File: config.mk
export PLATFORM = sky130hd
export DESIGN_NAME = uart_tx_arbiter
export DESIGN_NICKNAME = d
export VERILOG_FILES = /design/src/rtl/uart_tx_arbiter.sv
export SDC_FILE = /design/constraint.sdc
export NUM_CORES = 1
export LEC_CHECK = 0
export BUFFER_PORTS_ARGS = -buffer_cell sky130_fd_sc_hd__buf_4
export CORE_ASPECT_RATIO = 0.75
export CORE_MARGIN = 4
export CORE_UTILIZATION = 57
export DETAILED_ROUTE_END_ITERATION = 8
export GPL_ROUTABILITY_DRIVEN = 0
export GPL_TIMING_DRIVEN = 0
export HOLD_SLACK_MARGIN = 0.12
export PLACE_DENSITY = 0.85
export SLEW_MARGIN = 20
export SYNTH_ARGS = -nofsm -noshare
export SYNTH_HDL_FRONTEND = slang
export SYNTH_SLANG_ARGS = --single-unit
File: constraint.sdc
create_clock -name CpSl_Clk_i -period 4 [get_ports CpSl_Clk_i]
set_input_delay 0.4 -clock CpSl_Clk_i [delete_from_list [all_inputs] [get_ports CpSl_Clk_i]]
set_output_delay 0.4 -clock CpSl_Clk_i [all_outputs]
set_load 0.02 [all_outputs]
File: src/rtl/uart_tx_arbiter.sv
`timescale 1ns/1ps
// Round-robin, frame-locked arbiter sharing one UART TX serializer among NUM_REQ requesters.
// A grant is held until the owner's Last byte completes or the owner stalls past TIMEOUT_CYC.
module uart_tx_arbiter #(
    parameter int NUM_REQ     = 4,
    parameter int DATA_W      = 8,
    parameter int TIMEOUT_CYC = 1000
) (
    input  logic                      CpSl_Clk_i,
    input  logic                      CpSl_Rst_iN,
    input  logic [NUM_REQ-1:0]        CpSv_ReqVld_i,
    input  logic [NUM_REQ*DATA_W-1:0] CpSv_ReqData_i,
    input  logic [NUM_REQ-1:0]        CpSv_ReqLast_i,
    output logic [NUM_REQ-1:0]        CpSv_ReqRdy_o,
    output logic [NUM_REQ-1:0]        CpSv_Grant_o,
    output logic                      CpSl_TxStart_o,
    output logic [DATA_W-1:0]         CpSv_TxData_o,
    input  logic                      CpSl_TxBusy_i,
    output logic                      CpSl_Timeout_o
);
    localparam int          IDX_W    = $clog2(NUM_REQ);
    localparam int          CNT_W    = IDX_W + 1;
    localparam logic [15:0] TMO_LAST = 16'(TIMEOUT_CYC - 1);

    typedef enum logic [1:0] {
        S_IDLE,
        S_SEND,
        S_WAIT_BUSY,
        S_WAIT_DONE
    } state_t;

    state_t              r_state;
    logic [IDX_W-1:0]    r_ptr;
    logic [IDX_W-1:0]    r_owner;
    logic                r_last;
    logic [15:0]         r_tmo_cnt;
    logic                r_wb_cnt;
    logic [NUM_REQ-1:0]  r_grant;
    logic [NUM_REQ-1:0]  r_rdy;
    logic                r_tx_start;
    logic [DATA_W-1:0]   r_tx_data;
    logic                r_timeout;

    logic [2*NUM_REQ-1:0] w_vld_dbl;
    logic [NUM_REQ-1:0]   w_vld_rot;
    logic [CNT_W-1:0]     w_start;
    logic [CNT_W-1:0]     w_off;
    logic [CNT_W-1:0]     w_sum;
    logic [IDX_W-1:0]     w_pick;
    logic [NUM_REQ-1:0]   w_pick_oh;
    logic                 w_any;
    logic                 w_own_vld;
    logic                 w_own_last;
    logic [DATA_W-1:0]    w_own_data;

    // Rotate requests so bit 0 is the requester just after the last-granted one.
    always_comb begin
        // NOTE: every combinational output gets a default before any branch, so no latch is inferred.
        w_vld_dbl = {CpSv_ReqVld_i, CpSv_ReqVld_i};
        w_start   = {1'b0, r_ptr} + CNT_W'(1);
        w_vld_rot = NUM_REQ'(w_vld_dbl >> w_start);
        w_any     = |w_vld_rot;
        w_off     = '0;
        for (int k = NUM_REQ - 1; k >= 0; k--) begin
            if (w_vld_rot[k]) w_off = CNT_W'(k);
        end
        w_sum = w_start + w_off;
        if (w_sum >= CNT_W'(NUM_REQ)) w_sum = w_sum - CNT_W'(NUM_REQ);
        w_pick    = w_sum[IDX_W-1:0];
        w_pick_oh = NUM_REQ'(1) << w_pick;
    end

    always_comb begin
        w_own_vld  = |(CpSv_ReqVld_i & r_grant);
        w_own_last = |(CpSv_ReqLast_i & r_grant);
        w_own_data = '0;
        for (int k = 0; k < NUM_REQ; k++) begin
            if (r_grant[k]) w_own_data = w_own_data | CpSv_ReqData_i[k*DATA_W +: DATA_W];
        end
    end

    always_ff @(posedge CpSl_Clk_i or negedge CpSl_Rst_iN) begin
        if (!CpSl_Rst_iN) begin
            r_state    <= S_IDLE;
            r_ptr      <= IDX_W'(NUM_REQ - 1);
            r_owner    <= '0;
            r_last     <= 1'b0;
            r_tmo_cnt  <= '0;
            r_wb_cnt   <= 1'b0;
            r_grant    <= '0;
            r_rdy      <= '0;
            r_tx_start <= 1'b0;
            r_tx_data  <= '0;
            r_timeout  <= 1'b0;
        end else begin
            // NOTE: state uses nonblocking assignments; the pulse outputs default low and a branch raises them for one edge.
            r_tx_start <= 1'b0;
            r_rdy      <= '0;
            r_timeout  <= 1'b0;
            case (r_state)
                S_IDLE: begin
                    if (w_any) begin
                        r_grant   <= w_pick_oh;
                        r_owner   <= w_pick;
                        r_tmo_cnt <= '0;
                        r_state   <= S_SEND;
                    end
                end
                S_SEND: begin
                    if (w_own_vld) begin
                        if (!CpSl_TxBusy_i) begin
                            r_tx_start <= 1'b1;
                            r_tx_data  <= w_own_data;
                            r_rdy      <= r_grant;
                            r_last     <= w_own_last;
                            r_tmo_cnt  <= '0;
                            r_wb_cnt   <= 1'b0;
                            r_state    <= S_WAIT_BUSY;
                        end
                    end else if (r_tmo_cnt == TMO_LAST) begin
                        r_timeout <= 1'b1;
                        r_grant   <= '0;
                        r_ptr     <= r_owner;
                        r_state   <= S_IDLE;
                    end else begin
                        r_tmo_cnt <= r_tmo_cnt + 16'd1;
                    end
                end
                S_WAIT_BUSY: begin
                    // A serializer that never raises Busy is assumed done after two cycles.
                    if (CpSl_TxBusy_i || r_wb_cnt) r_state <= S_WAIT_DONE;
                    else                           r_wb_cnt <= 1'b1;
                end
                S_WAIT_DONE: begin
                    if (!CpSl_TxBusy_i) begin
                        if (r_last) begin
                            r_grant <= '0;
                            r_ptr   <= r_owner;
                            r_state <= S_IDLE;
                        end else begin
                            r_state <= S_SEND;
                        end
                    end
                end
                default: r_state <= S_IDLE;
            endcase
        end
    end

    assign CpSv_ReqRdy_o  = r_rdy;
    assign CpSv_Grant_o   = r_grant;
    assign CpSl_TxStart_o = r_tx_start;
    assign CpSv_TxData_o  = r_tx_data;
    assign CpSl_Timeout_o = r_timeout;

endmodule
Yosys cells after proc, flatten, opt, wreduce, memory -nomap -nowiden
Cells that the tools add are included.
Storage, ports and cells
  bits in registers: 42
  bits of input ports: 43
  output and inout port bits: 18
Operators by class
  add/subtract/negate cells: 4
  magnitude comparators: 1
  eq/ne operators: 16
  shift operators: 2
  muxes and demuxes: 46
  bitwise logic cells: 6
  reductions and logical operators: 16
Operator list (number)
  $mux W16: 4
  $mux W4: 8
  $mux W8: 4
  $pmux W16 S2: 1
  $mux W2: 14
  $or A8 B8 Y8: 3
  $ne A2 B2 Y1 const B: 9
  $add A16 B1 Y16 const B: 1
  $eq A16 B10 Y1 const B: 1
  $pmux W4 S3: 1
  $reduce_or A4 Y1: 3
  $mux W1: 10
  $reduce_and A5 Y1: 2
  $ne A3 B3 Y1 const B: 3
  $and A4 B4 Y4: 2
  $pmux W2 S4: 1
  $reduce_and A4 Y1: 2
  $shr A8 B3 Y4: 1
  $reduce_and A6 Y1: 1
  $reduce_bool A2 Y1: 3
  $eq A2 B2 Y1 const B: 2
  $pmux W2 S2: 1
  $shl A1 B2 Y4 const A: 1
  $add A2 B1 Y3 const B: 1
  other kinds (12): 12

Longest topological paths before layout
  depth in word-level cells: 12
  depth in mapped cells: 9

Least setup slack after synthesis
OpenSTA, ideal clock, no wires.
  kind: register to register
  start point: reg r_tmo_cnt[12]
  end point: reg r_tmo_cnt[3]
  data arrival time: 1.912 ns
  required time: 3.861 ns
  slack: 1.949 ns
  stages on the path, launching flop included: 6
  buffers on the path: 0
  cells stage by stage: dfrtp_1 or4_4 or4_4 o211ai_4 or3_2 a21oi_2
On the way
  cells in the longest elaborated chain, start to end: 3
Ends and longest elaborated chain
  start, declared: line 36  | logic [15:0] r_tmo_cnt;
  start signal, assigned: line 126  | r_tmo_cnt <= r_tmo_cnt + 16'd1;
  $eq A16 B10 Y1: line 120  | end else if (r_tmo_cnt == TMO_LAST) begin
  $ne A3 B3 Y1 (no source line)
  $reduce_and A4 Y1 (no source line)
No other way between the ends.
A chain may end at the register's enable or synchronous reset.

==> results.md <==
- Number of synthesized register bits: 42
- Remaining Overflow, GRT: 0
- Antenna violations before repair: 0
- Yosys Warn Count: 0
- Final net count: between 300 and 400
- Portion of the post-synthesis area used by sequential elements: between 40 and 50%
- Die height: about 65 µm
- Clock network fraction of design power: ~14%
- Pint: approximately 0.0010 W
- First-pass GRT wire length: 10.7 mm
- Number of setup violations in the final report: 0
- Most common cell after layout, fill and taps aside: buf_4
- Drt wl/cell: around 17 µm
- Status: complete, no violations
- Leading cell types by total area after synthesis: dfrtp_1, a22oi_1, nor2_1
- Core Region: between 4000 and 5000 µm²
- Pwr Density: roughly 600 nW/µm²
- Overall via count from detail_route: between 2k and 2.5k
- Clock transition at the register clock pins on the worst setup and hold paths after CTS: about 70 ps
- Initial Util: between 50% and 60%
- Instance count of the mapped netlist: 248
- Leakage power summed over all cells: about 1.3 nW
- Maximum clock frequency: around 380 MHz
- Combinational share of power: between 50% and 60%
- Time the final worst path needs with I/O delays and setup: 2630 ps
- Resized cells post-CTS: 0
- Antenna diode instance count: 0
- Post-CTS setup buffer count: 0
- ANT nets after route: 0
- Share of post-route cells with drive strength above 1: roughly 28%
- Hold buffer count at CTS: 1
- Overall die area: about 5400 µm²
- CTS tree: built
- Global routing usage summed across all routing layers: about a quarter
- Top library cells by usage in the layout, fill and taps aside: buf_4, dfrtp_1, nor2_1
- Via count of the first global-routing pass: roughly 2.1k
- Die Wd: ~84 µm
- Peak supply drop: between 400 and 500 µV
- Clock sink count: 42
- Worst setup SP type: flip-flop
- Post-Route WL: about 6.4 mm
- Proportion of netlist area held by the largest area contributor: roughly two fifths
- CP Data Required Time: approximately 4200 ps
- Hold Fails Final Rpt: 0
- Proportion of register bits with asynchronous set or reset after synthesis: 100%
- Cell area after technology mapping: roughly 2400 µm²
- Total nets after synthesis: a little under 300
- Fraction of the core area covered by cells at the end of the flow: about 74%
- Pin count of the biggest net entering global routing: 43
- TritonRoute pass-1 iters: 4
- Yosys top cell by area: dfrtp_1
- Number of remaining DRC errors: 0
- Longest Clk Path Bufs: 2
- Number of inserted filler cells in the final layout: a little under 300
- Number of violations reported at the end of detailed-routing iteration 0: about 160
- Main synth FF type: dfrtp_1
- Maximum net fanout on the critical path: 10
- Number of maximum-capacitance violations: 0
- Average instance area after synthesis: 9.84 µm²
- Number of H-tree levels: 2
- Clk_lat worst skew: slightly below 300 ps
- Post-route setup TNS: 0 ps
- Net switching share of the total power: about 43%
- Pins over their slew limit: 0
- Switching power summed over all nets: about 0.00078 W
- Post-Route Skew: about 2.8 ps
- Fraction of the cycle the final worst path needs: roughly 66%
- Site Rows: 20
- Count of distinct cell types in the synthesized netlist: 55
- Worst Path Class, Setup: reg2reg
- Setup repair after global routing missed its margin: no
- Slew Limit Headroom: a little over a quarter
- Area growth from synthesis to layout: 24.5%
- Detailed placement HPWL: 4.81 mm
- Root buffer cell: clkbuf_8
- Slack of the worst reg-to-reg path: 1370 ps
- Critical path capture point type: flip-flop
- Slew at the pin with the worst max-slew slack: 1090 ps
- Clock buffer count from CTS: 5
- Port Buffer Count: around 60
- Crit path DAT: between 2000 and 3000 ps
- Relative contribution of sequential cells to total power: between 30 and 40%
- Via density per instance: between 5 and 6
- Min-Delay Path Class: in2reg
- Top-Level Pins: 61
- Number of flops mapped to enable cells by yosys: 0
## cell usage after synthesis, drive strengths merged, types with 2 or more instances
cell and n:
xor2 11, and2 4, ha 7, xnor2 3
a31oi 10, nand2b 5, nor2 28, dfstp 2
or3 2, or4 2, and4 3, inv 10
nand4 6, o211ai 5, o21ai 9, nand2 8
and3 2, nor2b 4, clkbuf 12, a22o 7
dfrtp 40, nor4 4, nand3 13, mux2 4
a22oi 21, a21oi 7
## state kept, by name, indices dropped and copies added (netlist names), 2 cells and up, named ones only
name,count
CpSv_ReqRdy_o,4
CpSv_Grant_o,4
r_tmo_cnt,16
r_owner,2
r_ptr,2
CpSv_TxData_o,8
## power groups by stage
stage | sequential (W) | clock (W) | combinational, W
2_1_floorplan | 0.000677 | 0 | 0.000564
3_3_place_gp | 0.000620 | 0 | 0.000881
3_5_place_dp | 0.000628 | 0 | 0.000914
4_1_cts | 0.000620 | 0.000259 | 0.000924
5_1_grt | 0.000635 | 0.000278 | 0.00102
6_report | 0.000622 | 0.000258 | 0.000938
## worst paths after layout
| check | startpoint | end | depth (start not counted) |
|---|---|---|---|
| hold / removal | CpSv_ReqData_i[18] | CpSv_TxData_o[2] | 3 |
| max in group asynchronous | CpSl_Rst_iN | CpSv_TxData_o[2] | 2 |
| min in group asynchronous | CpSl_Rst_iN | CpSv_TxData_o[6] | 2 |
| hold reg to reg | r_owner[1] | r_owner[1] | 2 |
| setup reg to reg | flip-flop | r_tmo_cnt[8] | 7 |
| setup / recovery | flip-flop | r_tmo_cnt[8] | 7 |
## worst max-delay path, stage by stage (launching register included)
cell,delay (ps)
dfrtp_1,430
inv_1,140
ha_1,330
nor2_1,110
a21oi_1,330
a21boi_0,620
clkbuf_1,430
nor2_1,100
## kinds of logic after synthesis
logic type	count (synthesis)	synth area share, %
adders and majority gates	7	3.59
DFF	42	43.2
muxes	5	2.26
and+or+nand+nor	87	20.0
buffers and inverters	23	4.15
AOI/OAI and AO/OA	70	21.8
xor gates and xnor gates	14	5.03
## cell type report
| class | count | area [µm²] | share of cell area [%] |
|---|---|---|---|
| clock buffer | 7 | 76.3 | 2.51 |
| inverter | 10 | 37.5 | 1.24 |
| buffer | 13 | 63.8 | 2.10 |
| tap | 55 | 68.8 | 2.27 |
| multi-input combinational | 183 | 1280 | 42.3 |
| sequential | 42 | 1050 | 34.7 |
| timing repair buffer | 60 | 453 | 14.9 |
## layer usage
layer	wire, µm	global-route usage (%)	share of wire (%)
met3	429	4.96	6.7
met2	3000	39.4	47
met4	88	8.23	1.4
met1	2890	35.4	45
met5	0	0	0
## through the flow
step,setup slack (ps),std cells,instance area (µm²),total power [W],hold slack [ps]
after global placement,1520,362,2950,0.00150,412
after CTS,1420,370,3040,0.00180,429
after floorplan,1950,248,2440,0.00124,104
after detailed placement,1450,362,2950,0.00154,413
after global routing,1160,370,3040,0.00193,435
final,1370,370,3040,0.00182,430
Note: power is estimated with default switching activity, not from simulation.
